### config.mk
export PLATFORM = sky130hd
export DESIGN_NAME = dcache_responder
export DESIGN_NICKNAME = d
export VERILOG_FILES = /design/src/rtl/dcache_responder.sv
export SDC_FILE = /design/constraint.sdc
export NUM_CORES = 1
export LEC_CHECK = 0
export ABC_AREA = 1
export CORE_AREA = 4 4 371 282
export CTS_BUF_LIST = sky130_fd_sc_hd__clkbuf_8
export DETAILED_ROUTE_END_ITERATION = 12
export DIE_AREA = 0 0 375 286
export DONT_BUFFER_PORTS = 1
export HOLD_SLACK_MARGIN = 0.02
export SETUP_SLACK_MARGIN = 0.2
export SYNTH_ARGS = -nofsm -noshare
export SYNTH_HDL_FRONTEND = slang
export SYNTH_SLANG_ARGS = --single-unit
### constraint.sdc
create_clock -name clk -period 7.46 [get_ports clk]
set_clock_uncertainty 0.05 [all_clocks]
set_input_delay 1.492 -clock clk [delete_from_list [all_inputs] [get_ports clk]]
set_output_delay 1.492 -clock clk [all_outputs]
set_load 0.01 [all_outputs]
### src/rtl/dcache_responder.sv
// dcache_responder
//   Memory-side responder for the load/store unit's data cache bus.
//   Direct-mapped, one 32-bit word per line, write-through and
//   no-write-allocate. One request is handled at a time. Load misses
//   and every store go to the backing memory over a req/ack handshake.
//
// Ports
//   clk, reset            clock, synchronous active-low reset
//   flush                 invalidate all lines (honoured in IDLE only)
//   req_*                 request from the load/store unit (valid/ready)
//   resp_valid/resp_rdata one-cycle response; rdata is 0 for stores
//   mem_*                 backing-memory port, mem_req held until mem_ack
//
// Optional build macro
//   DCACHE_STATS_EN       adds hit_count / miss_count outputs (loads only,
//                         saturating, cleared by reset, kept across flush)

module dcache_responder #(
    parameter int SETS   = 16,
    parameter int ADDR_W = 32
) (
    input  logic              clk,
    input  logic              reset,
    input  logic              flush,
    input  logic              req_valid,
    input  logic              req_we,
    input  logic [ADDR_W-1:0] req_address,
    input  logic [31:0]       req_wdata,
    input  logic [3:0]        req_be,
    output logic              req_ready,
    output logic              resp_valid,
    output logic [31:0]       resp_rdata,
    output logic              mem_req,
    output logic              mem_we,
    output logic [ADDR_W-1:0] mem_address,
    output logic [31:0]       mem_wdata,
    output logic [3:0]        mem_be,
    input  logic              mem_ack,
    input  logic [31:0]       mem_rdata
`ifdef DCACHE_STATS_EN
    ,
    output logic [31:0]       hit_count,
    output logic [31:0]       miss_count
`endif
);

    localparam int IDX_W = (SETS > 1) ? $clog2(SETS) : 1;
    localparam int TAG_W = ADDR_W - 2 - IDX_W;

    typedef enum logic [2:0] {IDLE, LOOKUP, FILL, WRITE, RESP} state_t;

    state_t              state_q;
    logic [ADDR_W-3:0]   waddr_q;      // latched word address
    logic                we_q;
    logic [31:0]         wdata_q;
    logic [3:0]          be_q;

    logic [SETS-1:0]     valid_q;
    logic [TAG_W-1:0]    tag_q  [SETS];
    logic [31:0]         data_q [SETS];

    logic                resp_valid_q;
    logic [31:0]         resp_rdata_q;
    logic                mem_req_q;
    logic                mem_we_q;
    logic [ADDR_W-1:0]   mem_addr_q;
    logic [31:0]         mem_wdata_q;
    logic [3:0]          mem_be_q;

`ifdef DCACHE_STATS_EN
    logic [31:0]         hit_q;
    logic [31:0]         miss_q;
`endif

    logic [IDX_W-1:0]    idx;
    logic [TAG_W-1:0]    tag;
    logic                hit;
    logic [31:0]         line_d;       // line data with store bytes merged

    // Byte offset bits never reach the cache or memory.
    logic                unused_addr_lsb;
    assign unused_addr_lsb = ^req_address[1:0];

    assign idx = waddr_q[IDX_W-1:0];
    assign tag = waddr_q[ADDR_W-3 -: TAG_W];
    assign hit = valid_q[idx] && (tag_q[idx] == tag);

    always_comb begin
        line_d = data_q[idx];
        for (int b = 0; b < 4; b++) begin
            if (be_q[b]) line_d[8*b +: 8] = wdata_q[8*b +: 8];
        end
    end

    // Ready is gated by flush so a request presented alongside a flush is
    // never handshaken, and by reset so it reads low while reset is held.
    assign req_ready   = reset && (state_q == IDLE) && !flush;
    assign resp_valid  = resp_valid_q;
    assign resp_rdata  = resp_rdata_q;
    assign mem_req     = mem_req_q;
    assign mem_we      = mem_we_q;
    assign mem_address = mem_addr_q;
    assign mem_wdata   = mem_wdata_q;
    assign mem_be      = mem_be_q;
`ifdef DCACHE_STATS_EN
    assign hit_count   = hit_q;
    assign miss_count  = miss_q;
`endif

    always_ff @(posedge clk) begin
        if (!reset) begin
            state_q      <= IDLE;
            valid_q      <= '0;
            waddr_q      <= '0;
            we_q         <= 1'b0;
            wdata_q      <= '0;
            be_q         <= '0;
            resp_valid_q <= 1'b0;
            resp_rdata_q <= '0;
            mem_req_q    <= 1'b0;
            mem_we_q     <= 1'b0;
            mem_addr_q   <= '0;
            mem_wdata_q  <= '0;
            mem_be_q     <= '0;
`ifdef DCACHE_STATS_EN
            hit_q        <= '0;
            miss_q       <= '0;
`endif
        end else begin
            resp_valid_q <= 1'b0;
            case (state_q)
                IDLE: begin
                    if (flush) begin
                        valid_q <= '0;
                    end else if (req_valid) begin
                        waddr_q <= req_address[ADDR_W-1:2];
                        we_q    <= req_we;
                        wdata_q <= req_wdata;
                        be_q    <= req_be;
                        state_q <= LOOKUP;
                    end
                end
                LOOKUP: begin
                    mem_addr_q <= {waddr_q, 2'b00};
                    if (!we_q) begin
                        if (hit) begin
                            resp_rdata_q <= data_q[idx];
                            resp_valid_q <= 1'b1;
                            state_q      <= RESP;
`ifdef DCACHE_STATS_EN
                            if (hit_q != 32'hFFFF_FFFF) hit_q <= hit_q + 32'd1;
`endif
                        end else begin
                            mem_req_q <= 1'b1;
                            mem_we_q  <= 1'b0;
                            state_q   <= FILL;
`ifdef DCACHE_STATS_EN
                            if (miss_q != 32'hFFFF_FFFF) miss_q <= miss_q + 32'd1;
`endif
                        end
                    end else begin
                        // Write-through: every store goes out; only a hit
                        // touches the line (no allocate on miss).
                        mem_req_q   <= 1'b1;
                        mem_we_q    <= 1'b1;
                        mem_wdata_q <= wdata_q;
                        mem_be_q    <= be_q;
                        if (hit) data_q[idx] <= line_d;
                        state_q     <= WRITE;
                    end
                end
                FILL: begin
                    if (mem_ack) begin
                        valid_q[idx] <= 1'b1;
                        tag_q[idx]   <= tag;
                        data_q[idx]  <= mem_rdata;
                        mem_req_q    <= 1'b0;
                        resp_rdata_q <= mem_rdata;
                        resp_valid_q <= 1'b1;
                        state_q      <= RESP;
                    end
                end
                WRITE: begin
                    if (mem_ack) begin
                        mem_req_q    <= 1'b0;
                        mem_we_q     <= 1'b0;
                        resp_rdata_q <= '0;
                        resp_valid_q <= 1'b1;
                        state_q      <= RESP;
                    end
                end
                RESP:    state_q <= IDLE;
                default: state_q <= IDLE;
            endcase
        end
    end

endmodule

==> flow_summary.yaml <==
setup_path:
  critPathLaunchType: "flop"
  reg2reg_to: "data_q[15][0]$_DFFE_PP_"
  reg2reg_slack_ns: 2.19
  crit_top_cell: "nand3_1"
  path_cells: "buf_12 > nor2_1 > nor2_1 > o21ai_0 > nand3_1 > nand3_1 > nand3_1 > nand3_1 > nor2_1 > nand2_1 > nor2_2 > nand4_1 > buf_4 > a21oi_4 > buf_4"
  cp_slowest_cell: "a21oi_4"
  slowest_delay_ns: 0.81
  worst_ep_arrival_time_ns: 5.66
  cp_top_family: "simple AND/OR/NAND/NOR gates"
  cp_num_buf_inv: 3
  reg2reg_depth: 15
  crit_cells: 15
  crit_path_end_kind: "flop"
  critical_path_class: "reg2reg"
  worstPathRequired_ns: 7.86
  crit_fanout: 139
power_and_ir_drop:
  combPwrFrac_pct: 19.6
  power_density_mw_per_mm2: 319
  power_leakage_nw: 17.8
  vdd_ir_drop_max_mv: 0.186
  intPower_w: 0.0109
  p_sw_share_pct: 31.8
  clkPwrFrac_pct: 30.6
  switchingPower_w: 0.00507
  sequentialPowerShare_pct: 49.8
timing:
  slew_headroom_pct: 11.0
  maxSlewViolCount: 0
  min_period_ns: 5.27
  fin_tns_setup_ns: 0
  final.period_utilization_pct: 70.6
  worstMarginPinSlew_ns: 1.33
  rsz0062_at_grt: "false"
  final-setup-viol-count: 0
  finalHoldViolations: 0
  timing.fmax_ghz: 0.190
job:
  cap_violations: 0
synth:
  synth-async-reset-ratio_pct: 0
  postSynthCellCount: 4076
  syn_area_mm2: 0.0451
  seq_area_frac_synth_pct: 70.3
  ys_types: 30
  yosysTopAreaCell: "edfxtp_1"
  netlist.area_leader.share_pct: 61.8
  synth_edf_count: 928
  synth-main-ff-cell: "edfxtp_1"
  synth_area_leaders: "edfxtp_1 62%, dfxtp_1 8.5%, nand2_1 5.8%"
  avgSynthCellArea_um2: 11.1
  yosys_warnings: 0
  ys_ff_latch: 1119
routing:
  drt_wl_total_mm: 126
  dr_total_vias: 30900
  drc_errors: 0
  wire_per_inst_um: 22.8
  viasPerCell: 5.59
  drtAntennaViolNets: 0
  drt_iter0_markers: 3172
  drt-pass1-iter-count: 5
clock_tree:
  cts_setup_buffers: 0
  clk_pin_slew_ns: 0.06
  cts_resized: 0
  cts_tree: "yes"
  cts.hold.buffers_added: 0
  clockBufferDepth: 3
  clockRootBuffer: "clkbuf_8"
  numCtsBuffers: 177
  clk-insertion-delay-late_ns: 0.82
  cts.sinks: 1119
  h-tree-depth: 4
global_routing:
  antenna_found_initial: 2
  grt_max_degree: 174
  grt_pass1_wl_mm: 186
  grt_pass1_vias: 28100
  grt_overflow_total: 0
  grt_util_all_layers_pct: 22.9
min_path:
  hp-class: "reg2reg"
  worstHoldPathCells: 2
  worstHoldStart: "valid_q[0]$_SDFFE_PN0P_"
  min_to: "valid_q[0]$_SDFFE_PN0P_"
placement:
  placedCellCount: 5217
  gp_congestion: 0.845
  io_buffers: 0
  postPlaceCellArea_mm2: 0.0467
  hpwlAfterDp_mm: 67.8
floorplanning:
  chipHeight_um: 286
  die-area_mm2: 0.107
  die_w_um: 375
  io_pins: 210
  initial_core_util_pct: 44.8
  std_cell_rows: 101
  core_area_mm2: 0.101
finish:
  area_delta_synth_final_pct: 10.8
  fin_cells: 5536
  fillCellCount: 8921
  final_cell_mix: "928 x edfxtp_1, 693 x nand2_1, 589 x nor2_1"
  num-nets-final: 4163
  drive_gt1_share_pct: 8.44
  mostFrequentLayoutCell: "edfxtp_1"
  fin_util_pct: 49.6
  post-route-cell-area_mm2: 0.0500
outcome:
  status: "finished, final reports clean"
layout make-up:
cell class | count | area (um^2) | area share [%]
well taps | 1339 | 1680 | 3.35
flip-flops and latches | 1119 | 31700 | 63.4
inverters | 222 | 852 | 1.70
clock inverters | 122 | 599 | 1.20
multi-input cells | 2460 | 11800 | 23.7
diodes | 2 | 5.00 | 0.0100
clock buffers | 195 | 2680 | 5.37
repair buffers | 77 | 628 | 1.26
power by group through the flow:
| stage | logic, W | clock network [W] | registers (W) |
|---|---|---|---|
| 2_1_floorplan | 0.00207 | 0 | 0.00789 |
| 3_3_place_gp | 0.00305 | 0 | 0.00807 |
| 3_5_place_dp | 0.00307 | 0 | 0.00808 |
| 4_1_cts | 0.00309 | 0.00498 | 0.00795 |
| 5_1_grt | 0.00344 | 0.00528 | 0.00798 |
| 6_report | 0.00313 | 0.00489 | 0.00795 |
worst register-to-register path: stages (launching register included):
cell     delay, ns
dfxtp_4       0.74
buf_12        0.54
nor2_1        0.29
nor2_1        0.11
o21ai_0       0.11
nand3_1       0.14
nand3_1       0.10
nand3_1       0.13
nand3_1       0.12
nor2_1        0.26
nand2_1       0.20
nor2_2        0.34
nand4_1       0.15
buf_4         0.29
a21oi_4       0.81
buf_4         0.52
Yosys cell counts, types with 2 or more instances:
cell type and count:
edfxtp_1 928, nand2_1 695, nor2_1 607, o21ai_0 407, nand3_1 262, inv_1 212
dfxtp_1 191, clkbuf_1 182, a21oi_1 167, o221ai_1 97, o211ai_1 68, buf_2 67
o21ai_1 45, a22o_1 32, a31oi_1 32, o22ai_1 31, buf_1 22, clkinv_1 7
buf_4 5, nand3b_1 5, inv_2 3, a211oi_1 2, nor2_2 2
routing by layer:
layer,vias up,part of all wire [%],global-route usage [%]
met1,15000,45,34.6
met2,1404,43,33.4
li1,14400,-,-
met4,0,2.0,6.80
met3,187,9.9,4.87
met5,-,0,0
through the flow:
| step | hold slack (ns) | setup WS [ns] | total power [W] |
|---|---|---|---|
| 6_report | 0.398 | 2.19 | 0.0160 |
| 5_1_grt | 0.417 | 2.00 | 0.0167 |
| 4_1_cts | 0.397 | 2.32 | 0.0160 |
| 3_5_place_dp | 0.388 | 2.35 | 0.0112 |
| 3_3_place_gp | 0.384 | 2.37 | 0.0111 |
| 2_1_floorplan | 0.376 | 3.27 | 0.00996 |
cell families (layout without fill, tap and decap cells):
family	after synthesis	in the layout	synth area share, %
buffers and inverters	498	616	4.37
and+or+nand+nor	1576	1576	13.9
AOI/OAI and AO/OA	882	882	11.4
DFF	1119	1119	70.3
other	1	4	0.00831
state kept, by name, indices dropped and copies added (netlist names), named ones only:
register     count
data_q         512
tag_q          416
mem_wdata       32
resp_rdata      32
wdata_q         32
mem_address     30
waddr_q         30
valid_q         16
be_q             4
mem_be           4
state_q          3
mem_req          1
mem_we           1
resp_valid       1
we_q             1
how the worst max path moves through the flow:
stage / end / slack (ns) / start
finish: data_q[15][0]$_DFFE_PP_ / 2.19 / flop
global route: data_q[15][28]$_DFFE_PP_ / 2.00 / flop
CTS: data_q[11][6]$_DFFE_PP_ / 2.32 / flop
detailed placement: data_q[15][23]$_DFFE_PP_ / 2.35 / flop
global placement: data_q[11][26]$_DFFE_PP_ / 2.37 / flop
floorplan: data_q[0][0]$_DFFE_PP_ / 3.27 / reset
(Power assumes the default switching activity.)
